$ cat config.mk
export PLATFORM = sky130hd
export DESIGN_NAME = uart_tx_msg
export DESIGN_NICKNAME = d
export VERILOG_FILES = /design/src/rtl/uart_tx_msg.sv
export SDC_FILE = /design/constraint.sdc
export NUM_CORES = 1
export LEC_CHECK = 0
export CORE_UTILIZATION = 49
export CTS_CLUSTER_SIZE = 16
export DETAILED_ROUTE_END_ITERATION = 8
export GPL_TIMING_DRIVEN = 0
export PLACE_DENSITY = 0.79
export SYNTH_ARGS = -nofsm -noshare
export SYNTH_HDL_FRONTEND = slang
export SYNTH_SLANG_ARGS = --single-unit
$ cat constraint.sdc
create_clock -name clk_50M -period 2.3 [get_ports clk_50M]
set_clock_uncertainty 0.15 [all_clocks]
set_input_delay 0.46 -clock clk_50M [delete_from_list [all_inputs] [get_ports clk_50M]]
set_output_delay 0.46 -clock clk_50M [all_outputs]
set_load 0.01 [all_outputs]
$ cat src/rtl/uart_tx_msg.sv
// UART transmit-side message sender: frames "ST-" + two uppercase hex digits of msg_data + "-#".
// Define UART_TX_CRLF_EN to append CR LF after '#', giving a 9-byte frame.
module uart_tx_msg #(
    parameter int CLK_FREQ     = 50000000,
    parameter int BAUD         = 115200,
    parameter int CLKS_PER_BIT = CLK_FREQ / BAUD
) (
    input  logic       clk_50M,
    input  logic       reset,
    input  logic       send,
    input  logic [7:0] msg_data,
    output logic       tx,
    output logic       busy,
    output logic       done
);

    localparam int CNT_W = (CLKS_PER_BIT > 1) ? $clog2(CLKS_PER_BIT) : 1;
`ifdef UART_TX_CRLF_EN
    localparam int NUM_BYTES = 9;
`else
    localparam int NUM_BYTES = 7;
`endif
    localparam logic [CNT_W-1:0] CNT_LAST  = CNT_W'(CLKS_PER_BIT - 1);
    localparam logic [3:0]       BYTE_LAST = 4'(NUM_BYTES - 1);

    typedef enum logic [1:0] {
        IDLE      = 2'd0,
        START_BIT = 2'd1,
        DATA_BITS = 2'd2,
        STOP_BIT  = 2'd3
    } state_t;

    state_t           state;
    logic [CNT_W-1:0] baud_cnt;
    logic [2:0]       bit_idx;
    logic [3:0]       byte_idx;
    logic [7:0]       payload;
    logic [7:0]       cur_byte;
    logic             baud_last;

    function automatic logic [7:0] hex_ascii(input logic [3:0] n);
        return (n < 4'd10) ? (8'h30 + {4'h0, n}) : (8'h37 + {4'h0, n});
    endfunction

    function automatic logic [7:0] frame_byte(input logic [3:0] idx, input logic [7:0] p);
        logic [7:0] b;
        case (idx)
            4'd0:    b = 8'h53;
            4'd1:    b = 8'h54;
            4'd2:    b = 8'h2D;
            4'd3:    b = hex_ascii(p[7:4]);
            4'd4:    b = hex_ascii(p[3:0]);
            4'd5:    b = 8'h2D;
`ifdef UART_TX_CRLF_EN
            4'd7:    b = 8'h0D;
            4'd8:    b = 8'h0A;
`endif
            default: b = 8'h23;
        endcase
        return b;
    endfunction

    always_comb begin
        cur_byte  = frame_byte(byte_idx, payload);
        baud_last = (baud_cnt == CNT_LAST);
    end

    // tx is registered: each transition loads the level of the bit that starts next cycle.
    always_ff @(posedge clk_50M) begin
        if (reset) begin
            state    <= IDLE;
            tx       <= 1'b1;
            busy     <= 1'b0;
            done     <= 1'b0;
            baud_cnt <= '0;
            bit_idx  <= '0;
            byte_idx <= '0;
            payload  <= '0;
        end else begin
            done <= 1'b0;
            case (state)
                IDLE: begin
                    tx       <= 1'b1;
                    busy     <= 1'b0;
                    baud_cnt <= '0;
                    if (send) begin
                        payload  <= msg_data;
                        byte_idx <= '0;
                        bit_idx  <= '0;
                        tx       <= 1'b0;
                        busy     <= 1'b1;
                        state    <= START_BIT;
                    end
                end
                START_BIT: begin
                    if (baud_last) begin
                        baud_cnt <= '0;
                        bit_idx  <= '0;
                        tx       <= cur_byte[0];
                        state    <= DATA_BITS;
                    end else begin
                        baud_cnt <= baud_cnt + CNT_W'(1);
                    end
                end
                DATA_BITS: begin
                    if (baud_last) begin
                        baud_cnt <= '0;
                        if (bit_idx == 3'd7) begin
                            tx    <= 1'b1;
                            state <= STOP_BIT;
                        end else begin
                            bit_idx <= bit_idx + 3'd1;
                            tx      <= cur_byte[bit_idx + 3'd1];
                        end
                    end else begin
                        baud_cnt <= baud_cnt + CNT_W'(1);
                    end
                end
                STOP_BIT: begin
                    if (baud_last) begin
                        baud_cnt <= '0;
                        if (byte_idx == BYTE_LAST) begin
                            byte_idx <= '0;
                            busy     <= 1'b0;
                            done     <= 1'b1;
                            state    <= IDLE;
                        end else begin
                            // Next byte's start bit follows the stop bit with no idle gap.
                            byte_idx <= byte_idx + 4'd1;
                            tx       <= 1'b0;
                            state    <= START_BIT;
                        end
                    end else begin
                        baud_cnt <= baud_cnt + CNT_W'(1);
                    end
                end
                default: state <= IDLE;
            endcase
        end
    end

endmodule

== Yosys cells after proc, flatten, opt, wreduce, memory -nomap -nowiden ==
Cells that the tools add are included.
Operators by class
  order comparisons: 3
  add/subtract/negate cells: 7
  bitwise operators: 2
  multiplexer cells: 35
  equality and inequality tests: 19
  reduce and logical (&&, ||, !) cells: 13
Operators by type and width (number)
  one-hot mux 7 bit (5 select lines): 1
  adder 6 x 4 -> 7 bit (first input constant): 4
  one-hot mux 9 bit (2 select lines): 1
  != test 2 bit (second input constant): 8
  two-way mux 7 bit: 2
  equality test 4 x 3 -> 1 bit (second input constant): 3
  two-way mux 1 bit: 12
  two-way mux 3 bit: 4
  two-way mux 4 bit: 3
  two-way mux 2 bit: 5
  AND reduction 5 bit: 2
  adder 9 x 1 -> 9 bit (second input constant): 1
  equality test 9 bit (second input constant): 1
  two-way mux 9 bit: 1
  one-hot mux 3 bit (3 select lines): 1
  equality test 4 x 2 -> 1 bit (second input constant): 2
  less-than comparator 4 bit (second input constant): 2
  one-hot mux 2 bit (4 select lines): 1
  one-hot mux 4 bit (2 select lines): 1
  AND reduction 3 bit: 2
  OR reduction 3 bit: 2
  adder 4 x 1 -> 4 bit (second input constant): 1
  equality test 2 bit (second input constant): 2
  equality test 4 x 1 -> 1 bit (second input constant): 1
  other kinds (15): 16
Storage, ports and cells
  output and inout port bits: 3
  flip-flop bits (word level): 29
  input port bits: 11
  word-level logic and storage cells: 87

== Longest topological paths before layout ==
  depth after elaboration: 8
  depth in mapped cells: 10
  mapped depth without buffers: 9

== Worst setup path after synthesis ==
OpenSTA, ideal clock, no wires.
  kind: flip-flop to flip-flop
  start: reg baud_cnt[0]
  end: reg byte_idx[2]
  arrival time: 1.907 ns
  setup time: 0.071 ns
  setup slack: 0.173 ns
  required time: 2.079 ns
  cell stages (with the launch flop): 9
  cells stage by stage: dfxtp_1 -> ha_1 -> inv_1 -> or4_4 -> buf_6 -> a22oi_4 -> nand3_2 -> or3_1 -> a21oi_1
On the way
  cells in the longest elaborated chain, start to end: 3
Ends and longest elaborated chain
  from (decl): line 34  | logic [CNT_W-1:0] baud_cnt;
  from (signal assigned): line 102  | baud_cnt <= baud_cnt + CNT_W'(1);
  from (signal assigned): line 116  | baud_cnt <= baud_cnt + CNT_W'(1);
  from (signal assigned): line 134  | baud_cnt <= baud_cnt + CNT_W'(1);
  equality test 9 bit: line 65  | baud_last = (baud_cnt == CNT_LAST);
  != test 2 bit (no line)
  AND reduction 3 bit (no line)
  to (signal assigned): line 129  | byte_idx <= byte_idx + 4'd1;
  to (decl): line 36  | logic [3:0] byte_idx;
Every way passes these cells.
A chain may end at the register's enable or synchronous reset.

== Final worst setup path ==
  start: reg baud_cnt[6]
  end: reg bit_idx[0]
On the way
  cells in the longest elaborated chain, start to end: 3
  elaborated cells between the ends (all ways): 4
  those cells by class: 3 x eq/ne; 1 x reduce/logical
Ends and longest elaborated chain
  equality test 9 bit (*): line 65
  != test 2 bit (no line)
  AND reduction 5 bit (no line) (*)
  to (signal assigned): line 112  | bit_idx <= bit_idx + 3'd1;
  to (decl): line 35  | logic [2:0] bit_idx;
Mark *: on every way between the ends. The rest lies on a longest branch, timed or not.

==> impl_metrics.json <==
{
  "outcome": "complete, no violations",
  "timing.fmax_ghz": 0.456,
  "cts_htree_levels": 2,
  "gp_congestion": 0.845,
  "synth_area_per_cell_sq_um": 7.75,
  "drc": 0,
  "first_pass_iters": 4,
  "finalCritPeriodShare": 0.953,
  "finalHoldViolations": 0,
  "cts_tree": "done",
  "async_flop_share": 0,
  "critPathKind": "flop to flop",
  "synth_area_sq_um": 1810,
  "vias": 1651,
  "antenna_left": 0,
  "cp-start-kind": "flop",
  "endpoint_kind": "flop",
  "slew_headroom": 0.627,
  "grt_overflow": 0,
  "crit_fanout": 8,
  "cts_root_buf": "clkbuf_8",
  "drive_gt1_frac": 0.119,
  "post_drt_wl_per_cell_um": 12.9,
  "yosysWarningCount": 0,
  "routed_wl_um": 3860,
  "critPathArrivalTime_ps": 2190,
  "antenna_cells": 0,
  "holdWs_ps": 299,
  "syn-num-nets": 254,
  "start_util": 0.525,
  "initialDrtViolationCount": 75,
  "ir_drop_mv": 0.478,
  "rsz0062_at_grt": "false",
  "fin_crit_ps": 2190,
  "die-area_sq_um": 3930,
  "ys_seq_area_frac": 0.321,
  "rr_worst_depth": 8,
  "drv_cap": 0,
  "rows": 21,
  "cts_buffers": 5,
  "worst_r2r_endpoint": "bit_idx[0]",
  "grt_pass1_vias": 1598,
  "setup_tns_ps": 0,
  "area_delta_synth_final_pct": 18.6,
  "io_buffers": 13,
  "synth_edf_count": 0,
  "min_path_type": "flop to flop",
  "p_leak_nw": 0.752,
  "critPathCapture": "bit_idx[0]",
  "synth_cell_type_count": 47,
  "cts.sinks": 29,
  "clock_path_buffers": 2,
  "drv_slew": 0,
  "die_h_um": 62.7,
  "design.portCount": 14,
  "cp_data_required_time_ps": 2300,
  "clk_latency_ps": 280,
  "tightest_slew_ps": 559,
  "track_usage": 0.208,
  "grt_max_degree": 11,
  "p_per_area_nw_per_um2": 815,
  "synth_ff_type": "dfxtp_1",
  "core_sq_um": 3440,
  "crit_start": "baud_cnt[6]",
  "dp_hpwl_um": 2770,
  "path_clk_slew_ps": 60,
  "grt_pass1_wl_um": 6640,
  "nets": 273,
  "syn_inst": 233,
  "grt_antenna_before_repair": 0,
  "reg2reg_slack_ps": 110,
  "r2r-start": "baud_cnt[6]",
  "vias_per_cell": 5.52,
  "ys_ff_latch": 29,
  "setup_violations": 0,
  "die_x_um": 62.7
}
==> critical path: stages, from the launching register on <==
cell and delay, ps:
dfxtp_2 340, nand4bb_1 180, or4_4 510, buf_8 160, nor2_2 80, nor2_1 60
nor3_2 330, nand2b_4 200, a21oi_2 60
==> cell families after synthesis <==
family	synth area share
mux	0.00554
xor+xnor	0.0485
compound gates	0.209
flops	0.321
simple gates	0.286
fa+ha+maj	0.0693
buf+inv	0.0602
==> Yosys cell counts, types with 2 or more instances <==
| cell | count | area share |
|---|---|---|
| dfxtp_1 | 29 | 0.32 |
| a21oi_1 | 27 | 0.075 |
| nor2_1 | 26 | 0.054 |
| nand2_1 | 25 | 0.052 |
| clkbuf_1 | 12 | 0.025 |
| inv_1 | 12 | 0.025 |
| ha_1 | 10 | 0.069 |
| nand3_1 | 9 | 0.025 |
| nand2b_1 | 8 | 0.028 |
| o21ai_0 | 8 | 0.022 |
| nor2b_1 | 5 | 0.017 |
| xnor2_1 | 5 | 0.024 |
| xor2_1 | 5 | 0.024 |
| a211oi_1 | 4 | 0.017 |
| a31oi_1 | 4 | 0.014 |
| nand4_1 | 3 | 0.010 |
| nor3_1 | 3 | 0.0083 |
| or3_1 | 3 | 0.010 |
| a21boi_0 | 2 | 0.0083 |
| a221o_1 | 2 | 0.011 |
| and4b_1 | 2 | 0.011 |
| o2111ai_1 | 2 | 0.0097 |
| o21ai_1 | 2 | 0.0055 |
| o31ai_1 | 2 | 0.0083 |
==> registers in the layout, indices dropped and copies added, names as in the netlist <==
name,cells
state,2
bit_idx,3
busy,1
byte_idx,4
tx,1
done,1
payload,8
baud_cnt,9
==> area by class of cell <==
class / count / area [sq um]
fillers: 310 / 1300
repair buffers: 14 / 138
flip-flops and latches: 29 / 588
inverters: 12 / 45.0
multi-input cells: 178 / 1150
plain buffers: 12 / 61.3
clock buffers: 7 / 96.3
well taps: 46 / 57.6
clock inverters: 1 / 5.00
==> cell usage in the layout, fill, tap and decap left out, types with 2 or more instances in the layout <==
master	instances
xor2_1	5
nor2b_1	5
or3_1	3
nand3_1	9
ha_1	10
clkbuf_8	7
a211oi_1	4
nand2_1	25
buf_4	2
a31oi_1	4
o21ai_1	2
xnor2_1	5
o31ai_1	2
inv_1	12
clkbuf_1	9
o2111ai_1	2
and4b_1	2
a21boi_0	2
a221o_1	2
o21ai_0	8
a21oi_1	25
a21oi_2	2
dfxtp_1	23
clkdlybuf4s50_1	13
nor2_1	25
nand4_1	3
nor3_1	3
dfxtp_2	6
nand2b_1	7
==> how the worst min path moves through the flow <==
stage          slack [ps]          end         from  cells after the start
2_1_floorplan         290   payload[0]   payload[0]                      2
6_report              300  baud_cnt[0]  baud_cnt[0]                      1
3_5_place_dp          300   payload[0]   payload[0]                      2
4_1_cts               310   payload[0]   payload[0]                      2
5_1_grt               320  baud_cnt[0]  baud_cnt[0]                      1
3_3_place_gp          290   payload[0]   payload[0]                      2
==> power breakdown <==
part,switching (mW),total (mW),leakage [nW],internal [mW]
logic,0.356,0.645,0.458,0.289
registers,0.0656,0.636,0.239,0.570
clock network,0.194,0.464,0.0542,0.270
==> stage by stage <==
stage                     power (mW)   util  cells  setup slack (ps)  area, sq um
final                           1.74  0.622    299               108         2140
after global routing            1.87  0.622    299              6.81         2140
after CTS                       1.73  0.609    300              17.0         2100
after detailed placement        1.26  0.579    292              52.8         1990
after global placement          1.25  0.579    292              53.4         1990
after floorplan                 1.10      -    233               173         1810
==> metal layers <==
layer | vias up | part of all wire | track usage
met5 | - | 0 | 0
met4 | 0 | 0.011 | 0.0552
met3 | 7 | 0.037 | 0.0529
met2 | 27 | 0.48 | 0.375
met1 | 756 | 0.47 | 0.242
li1 | 861 | - | -
==> timing repair <==
action,4_1_cts,5_1_grt
gates resized for setup,0,16
setup buffers,0,1
endpoints found under the setup margin,0,8
hold buffers,0,0
(Power assumes the default switching activity.)
